`src/rtl/branch_predictor.sv`:
```
// rtl/branch_predictor.sv - direct-mapped branch target buffer with saturating direction counters
// Lookup is combinational against the current array; training lands on the next rising edge.
module branch_predictor #(
  parameter int ENTRIES  = 16,
  parameter int CNT_BITS = 2
) (
  input  logic        CLK,
  input  logic        nRST,
  input  logic [31:0] lookup_pc,
  output logic        pred_hit,
  output logic        pred_taken,
  output logic [31:0] pred_target,
  input  logic        update_en,
  input  logic [31:0] update_pc,
  input  logic        update_taken,
  input  logic [31:0] update_target,
  input  logic        flush_all
);

  localparam int IDX_W = $clog2(ENTRIES);
  localparam int TAG_W = 30 - IDX_W;

  localparam logic [CNT_BITS-1:0] CNT_MAX  = {CNT_BITS{1'b1}};
  localparam logic [CNT_BITS-1:0] CNT_ZERO = '0;
  localparam logic [CNT_BITS-1:0] CNT_WT   = CNT_BITS'(1) << (CNT_BITS - 1);
  localparam logic [CNT_BITS-1:0] CNT_WNT  = CNT_WT - CNT_BITS'(1);

  logic [ENTRIES-1:0] valid_q;
  logic [TAG_W-1:0]   tag_q [ENTRIES];
  logic [29:0]        tgt_q [ENTRIES];
  logic [CNT_BITS-1:0] cnt_q [ENTRIES];

  logic [IDX_W-1:0] l_idx;
  logic [TAG_W-1:0] l_tag;
  logic [IDX_W-1:0] u_idx;
  logic [TAG_W-1:0] u_tag;
  logic             u_hit;

  // Low address bits of update inputs are never stored.
  logic unused_low_bits;
  assign unused_low_bits = ^{update_pc[1:0], update_target[1:0]};

  assign l_idx = lookup_pc[IDX_W+1:2];
  assign l_tag = lookup_pc[31:IDX_W+2];
  assign u_idx = update_pc[IDX_W+1:2];
  assign u_tag = update_pc[31:IDX_W+2];

  assign pred_hit    = valid_q[l_idx] && (tag_q[l_idx] == l_tag);
  assign pred_taken  = pred_hit && cnt_q[l_idx][CNT_BITS-1];
  assign pred_target = pred_taken ? {tgt_q[l_idx], 2'b00} : lookup_pc + 32'd4;

  assign u_hit = valid_q[u_idx] && (tag_q[u_idx] == u_tag);

  always_ff @(posedge CLK or negedge nRST) begin
    if (!nRST) begin
      valid_q <= '0;
      for (int i = 0; i < ENTRIES; i++) begin
        tag_q[i] <= '0;
        tgt_q[i] <= '0;
        cnt_q[i] <= CNT_WNT;
      end
    end else if (flush_all) begin
      valid_q <= '0;
    end else if (update_en) begin
      if (u_hit) begin
        if (update_taken) begin
          tgt_q[u_idx] <= update_target[31:2];
          if (cnt_q[u_idx] != CNT_MAX) cnt_q[u_idx] <= cnt_q[u_idx] + CNT_BITS'(1);
        end else if (cnt_q[u_idx] != CNT_ZERO) begin
          cnt_q[u_idx] <= cnt_q[u_idx] - CNT_BITS'(1);
        end
      end else if (update_taken) begin
        // Miss-taken evicts whatever lives at this index; miss-not-taken leaves it alone.
        valid_q[u_idx] <= 1'b1;
        tag_q[u_idx]   <= u_tag;
        tgt_q[u_idx]   <= update_target[31:2];
        cnt_q[u_idx]   <= CNT_WT;
      end
    end
  end

endmodule
```
`config.mk`:
```
export PLATFORM = sky130hd
export DESIGN_NAME = branch_predictor
export DESIGN_NICKNAME = d
export VERILOG_FILES = /design/src/rtl/branch_predictor.sv
export SDC_FILE = /design/constraint.sdc
export NUM_CORES = 2
export LEC_CHECK = 0
export BUFFER_PORTS_ARGS = -buffer_cell sky130_fd_sc_hd__buf_4
export CORE_MARGIN = 2
export CORE_UTILIZATION = 28
export CTS_CLUSTER_SIZE = 28
export DETAILED_ROUTE_END_ITERATION = 7
export HOLD_SLACK_MARGIN = 0.08
export PLACE_DENSITY = 0.42
export SETUP_SLACK_MARGIN = 0.02
export SLEW_MARGIN = 15
export SYNTH_ARGS = -nofsm -noshare
export SYNTH_HDL_FRONTEND = slang
export SYNTH_SLANG_ARGS = --single-unit
```
`constraint.sdc`:
```
create_clock -name CLK -period 3.15 [get_ports CLK]
set_clock_uncertainty 0.2 [all_clocks]
set_input_delay 0 -clock CLK [delete_from_list [all_inputs] [get_ports CLK]]
set_output_delay 0 -clock CLK [all_outputs]
set_load 0.005 [all_outputs]
```
After elaboration in Yosys (flattened, before gate mapping)
Cells that the tools add are included.
{"block": "totals", "register_bits": 944, "input_bits": 101, "out_inout_bits": 34, "word_cells": 126}
{"block": "classes", "addsub": 3, "magnitude_cmp": 6, "n_eq_ne": 5, "n_mux": 41, "n_bitwise": 8, "n_reduce_logical": 14}
{"cell": "$bwmux W480", "count": 1}
{"cell": "$bwmux W416", "count": 1}
{"cell": "$bmux W26 S4", "count": 2}
{"cell": "$mux W32", "count": 6}
{"cell": "$mux W26", "count": 5}
{"cell": "$bmux W30 S4", "count": 1}
{"cell": "$demux W30 S4", "count": 1}
{"cell": "$demux W26 S4", "count": 1}
{"cell": "$mux W30", "count": 3}
{"cell": "$bwmux W32", "count": 2}
{"cell": "$mux W16", "count": 4}
{"cell": "$eq A26 B26 Y1", "count": 2}
{"cell": "$add A32 B3 Y32 const B", "count": 1}
{"cell": "$or A16 B16 Y16", "count": 2}
{"cell": "$and A16 B16 Y16", "count": 1}
{"cell": "$bmux W2 S4", "count": 2}
{"cell": "$not A16 Y16", "count": 1}
{"cell": "$ge A5 B5 Y1 const B", "count": 2}
{"cell": "$lt A4 B5 Y1 const B", "count": 2}
{"cell": "$mux W2", "count": 5}
{"cell": "$not A4 Y5", "count": 2}
{"cell": "$reduce_bool A2 Y1", "count": 5}
{"cell": "$bmux W1 S4", "count": 2}
{"cell": "$demux W2 S4", "count": 1}
{"cell": "13 further kinds", "count": 22}

Logic depth before layout (Yosys ltp)
{"block": "logic_depth", "depth_word": 9, "mapped_depth": 17, "depth_no_buf": 10}

Worst setup path before layout
Ideal clock, no wire load.
{"block": "synth_path", "kind": "input port to flip-flop", "start": "in update_pc[2]", "end": "reg cnt_q[9] (netlist bit)", "t_arrival_ps": 3195, "slack_ps": -370, "stages": 13, "n_path_buf": 6, "path_cell_list": "buf_6 -> buf_4 -> buf_2 -> buf_2 -> buf_2 -> mux4_2 -> mux4_2 -> ha_1 -> inv_1 -> or2_0 -> clkbuf_1 -> o2bb2ai_1 -> mux2_2"}
{"block": "synth_between", "elab_chain_cells": 9, "elab_cells_between_ends": 32, "cone_classes": "add/sub: 2; order compare: 2; eq/ne: 3; mux: 17; bitwise: 2; reduce/logical: 6"}
{"element": "start: declaration", "line_no": "14", "rtl": "input logic [31:0] update_pc,"}
{"element": "$not A4 Y5 (implied by the code)"}
{"element": "$bmux W2 S4, or another cell as far along", "line_no": "68, 69, 70"}
{"element": "$mux W2 (implied by the code) or $logic_and A1 B1 Y1 (tied branches)"}
{"element": "$mux W2, on equally long branches"}
{"element": "$sub A2 B1 Y2, or another cell as far along", "line_no": "70", "rtl": "cnt_q[u_idx] <= cnt_q[u_idx] - CNT_BITS'(1);"}
{"element": "$bwmux W32, on equally long branches", "line_no": "70, 68"}
{"element": "$mux W32, on equally long branches", "line_no": "69, 68"}
{"element": "$mux W32", "line_no": "66", "rtl": "if (update_taken) begin"}
{"element": "$mux W32", "line_no": "65", "rtl": "if (u_hit) begin"}
{"element": "end signal: indexed assignment", "line_no": "70"}
{"element": "end: declaration", "line_no": "31", "rtl": "logic [CNT_BITS-1:0] cnt_q [ENTRIES];"}
Several ways; a longest one is shown, not always the timed one. The select of a mux whose other input is x is not followed.
A chain may end at the register's enable or synchronous reset.

Final worst setup path
{"block": "layout_path", "start": "reg tag_q[92] (netlist bit)", "end": "out pred_target[12]"}
{"block": "layout_between", "elab_chain_cells": 7}
{"element": "start: declaration", "line_no": "29", "rtl": "logic [TAG_W-1:0] tag_q [ENTRIES];"}
{"element": "start signal: indexed assignment", "line_no": "75", "rtl": "tag_q[u_idx] <= u_tag;"}
{"element": "$bmux W26 S4", "line_no": "48", "rtl": "assign pred_hit = valid_q[l_idx] && (tag_q[l_idx] == l_tag);"}
{"element": "$mux W26 (implied by the code) (2 in series)", "line_no": "48"}
{"element": "$eq A26 B26 Y1", "line_no": "48"}
{"element": "$logic_and A1 B1 Y1", "line_no": "48"}
{"element": "$logic_and A1 B1 Y1", "line_no": "49", "rtl": "assign pred_taken = pred_hit && cnt_q[l_idx][CNT_BITS-1];"}
{"element": "$mux W32", "line_no": "50", "rtl": "assign pred_target = pred_taken ? {tgt_q[l_idx], 2'b00} : lookup_pc + 32'd4;"}
{"element": "end: declaration", "line_no": "12", "rtl": "output logic [31:0] pred_target,"}
Every way passes these cells. The select of a mux whose other input is x is not followed.

==> flow_metrics.tcl <==
set metrics [dict create \
    path_clk_slew_ns 0.06 \
    end_kind "primary output" \
    dieArea_sq_um 176000 \
    postPlaceCellArea_sq_um 56700 \
    min_period_ns 4.41 \
    hpwlAfterDp_mm 113 \
    arrival_ns 4.21 \
    gp_congestion 0.823 \
    track_usage 0.204 \
    synth-seq-cells 944 \
    synth_compound_area_frac 0.0235 \
    start_util 0.282 \
    dieHeight_microns 420 \
    cap_violations 0 \
    cts_tree "done" \
    die_width_microns 420 \
    drc_errors 0 \
    path_class "register to primary output" \
    violations "negative setup slack" \
    io_buffer_count 130 \
    reg2regPathDepth 14 \
    min_period_over_period 1.40 \
    pre_cts_ws_ns -1.31 \
    peakVddDrop_mv 0.448 \
    clk_latency_ns 0.75 \
    ant_nets 0 \
    yosys.area_share.adder 0.000776 \
    core_area_sq_um 172000 \
    rsz0062_at_grt "yes" \
    syn_area_sq_um 48300 \
    synth_warnings 0 \
    grt_antenna_before_repair 11 \
    grt_pass1_wl_mm 260 \
    cts_num_sinks 944 \
    synth_edf_count 0 \
    fmax_mhz 227 \
    p_leak_nw 29.0 \
    clockRootBuffer "clkbuf_16" \
    start_kind "register" \
    numCtsBuffers 110 \
    hold_depth 3 \
    powerDensity_nw_per_um2 545 \
    worst_slew_pin_slew_ns 0.799 \
    postSynthCellCount 3424 \
    vias 32765 \
    drt_iter0_drc 2168 \
    drive_gt1_frac 0.543 \
    final_cell_mix "dfrtp_1 (928), mux2_2 (732), buf_4 (623)" \
    synth_top_family_by_area "multiplexers" \
    timing.final.ws_setup_ns -1.26 \
    utilization 0.372 \
    ios 135 \
    use_met2 0.342 \
    grt_busiest_layer "met2" \
    grt_pass1_vias 34930 \
    drt-total-wl_mm 181 \
    report.final.slew_viol_count 0 \
    cp.required_ns 2.95 \
    rows 152 \
    final_cell_area_sq_um 63800 \
    grt_max_degree 102 \
    hold_viol_final 0 \
    cts_max_level 3 \
    grtUsageMet1 0.278 \
    setup_viol_count_final 498 \
    synth_mux_area_frac 0.388 \
    synth.avg_cell_area_sq_um 14.1 \
    synthToLayoutAreaGrowth_pct 32.0 \
    crit_fanout 7 \
    wire_per_inst_microns 27.7 \
    yosysSeqAreaShare 0.489 \
    gr-total-overflow 0 \
    max_slew_margin 0.468 \
    synth_nets 3528 \
    status "finished with violations" \
    fin_nets 4250 \
    clk_path_buf_depth 3 \
    final_common_cell "dfrtp_1" \
    synth_xor_area_frac 0.0141 \
    ys_async_sr_fraction 1.00 \
    grt_use_met3 0.0319 \
    vias_per_cell 5.00 \
    synthSimpleGateAreaFrac 0.0536 \
    drtPass1Iterations 5 \
    tns_ns -332.65 \
    hp-class "primary input to primary output" \
    synthFlopType "dfrtp_1" \
    ys_types 72 \
]
==> through the flow <==
| stage | total power, W | hold WS [ns] | instances |
|---|---|---|---|
| final | 0.0348 | 0.101 | 6555 |
| after CTS | 0.0351 | 0.0837 | 6535 |
| after global placement | 0.0210 | -0.133 | 6176 |
| after detailed placement | 0.0210 | -0.118 | 6176 |
| after floorplan | 0.0181 | -0.496 | 3424 |
| after global routing | 0.0363 | 0.104 | 6554 |
==> per-layer routing <==
layer | part of all wire | vias up
met5 | 0.00014 | -
met4 | 0.021 | 4
met3 | 0.039 | 221
met2 | 0.49 | 654
met1 | 0.45 | 17706
li1 | - | 14180
==> final timing paths <==
check                             startpoint               to  slack [ns]
worst max-delay path               tag_q[92]  pred_target[12]       -1.26
worst min-delay path            lookup_pc[1]   pred_target[1]        0.10
worst max register to register     tag_q[63]         cnt_q[7]       -0.81
worst min register to register    tgt_q[395]       tgt_q[395]        0.27
max in group asynchronous               nRST       tgt_q[191]        1.58
min in group asynchronous               nRST       tag_q[197]        0.56
==> cell usage after synthesis (16+ instances only) <==
cell type,instances,area share
a21oi_1,32,0.0033
o22ai_1,21,0.0027
nor2b_1,27,0.0035
buf_2,86,0.0089
xor2_1,28,0.0051
xnor2_1,50,0.0091
dfrtp_1,928,0.48
nor2_1,48,0.0037
buf_1,43,0.0033
dfstp_2,16,0.0087
clkbuf_1,159,0.012
a211oi_1,17,0.0026
inv_1,19,0.0015
mux4_2,362,0.17
nand3_1,30,0.0031
mux2i_1,81,0.017
mux2_2,778,0.18
mux2_1,91,0.021
and2_1,17,0.0022
nand2_1,406,0.032
==> state kept, by name, indices dropped and copies added, names as in the netlist <==
register / flops
tag_q: 416
tgt_q: 480
valid_q: 16
cnt_q: 32
==> cell families after synthesis <==
family | count (synthesis)
simple gates | 595
flops | 944
xor+xnor | 78
fa+ha+maj | 3
compound gates | 160
buf+inv | 332
mux | 1312
==> area by class of cell <==
class	instances	area (sq um)
fillers	16495	108000
multi-input cells	2148	24100
flip-flops and latches	944	23600
repair buffers	920	9210
clock buffers	170	3340
well taps	2310	2890
clock inverters	34	503
inverters	22	85.1
diodes	7	17.5
==> repair_timing <==
action	in CTS	in global routing
gates resized for setup	165	110
endpoints found under the hold margin	1888	0
hold buffers	116	0
endpoints found under the setup margin	498	498
gates cloned	25	9
buffers inserted	14	6
pin swaps	15	8
==> report_power, final <==
part	internal, W	total [W]	switching [W]
registers	0.0137	0.0146	0.000917
logic	0.00381	0.00657	0.00276
clock network	0.00810	0.0136	0.00551
total	0.0256	0.0348	0.00919
==> critical path, stage by stage (launching register included) <==
cell     delay, ns
dfrtp_1       0.39
buf_6         0.12
mux4_2        0.44
mux4_2        0.64
xnor2_1       0.19
nand3_1       0.16
or3_4         0.43
nor4_4        0.14
buf_6         0.22
buf_12        0.14
buf_12        0.13
mux2_4        0.33
buf_6         0.12
Note: power is estimated with default switching activity, not from simulation.
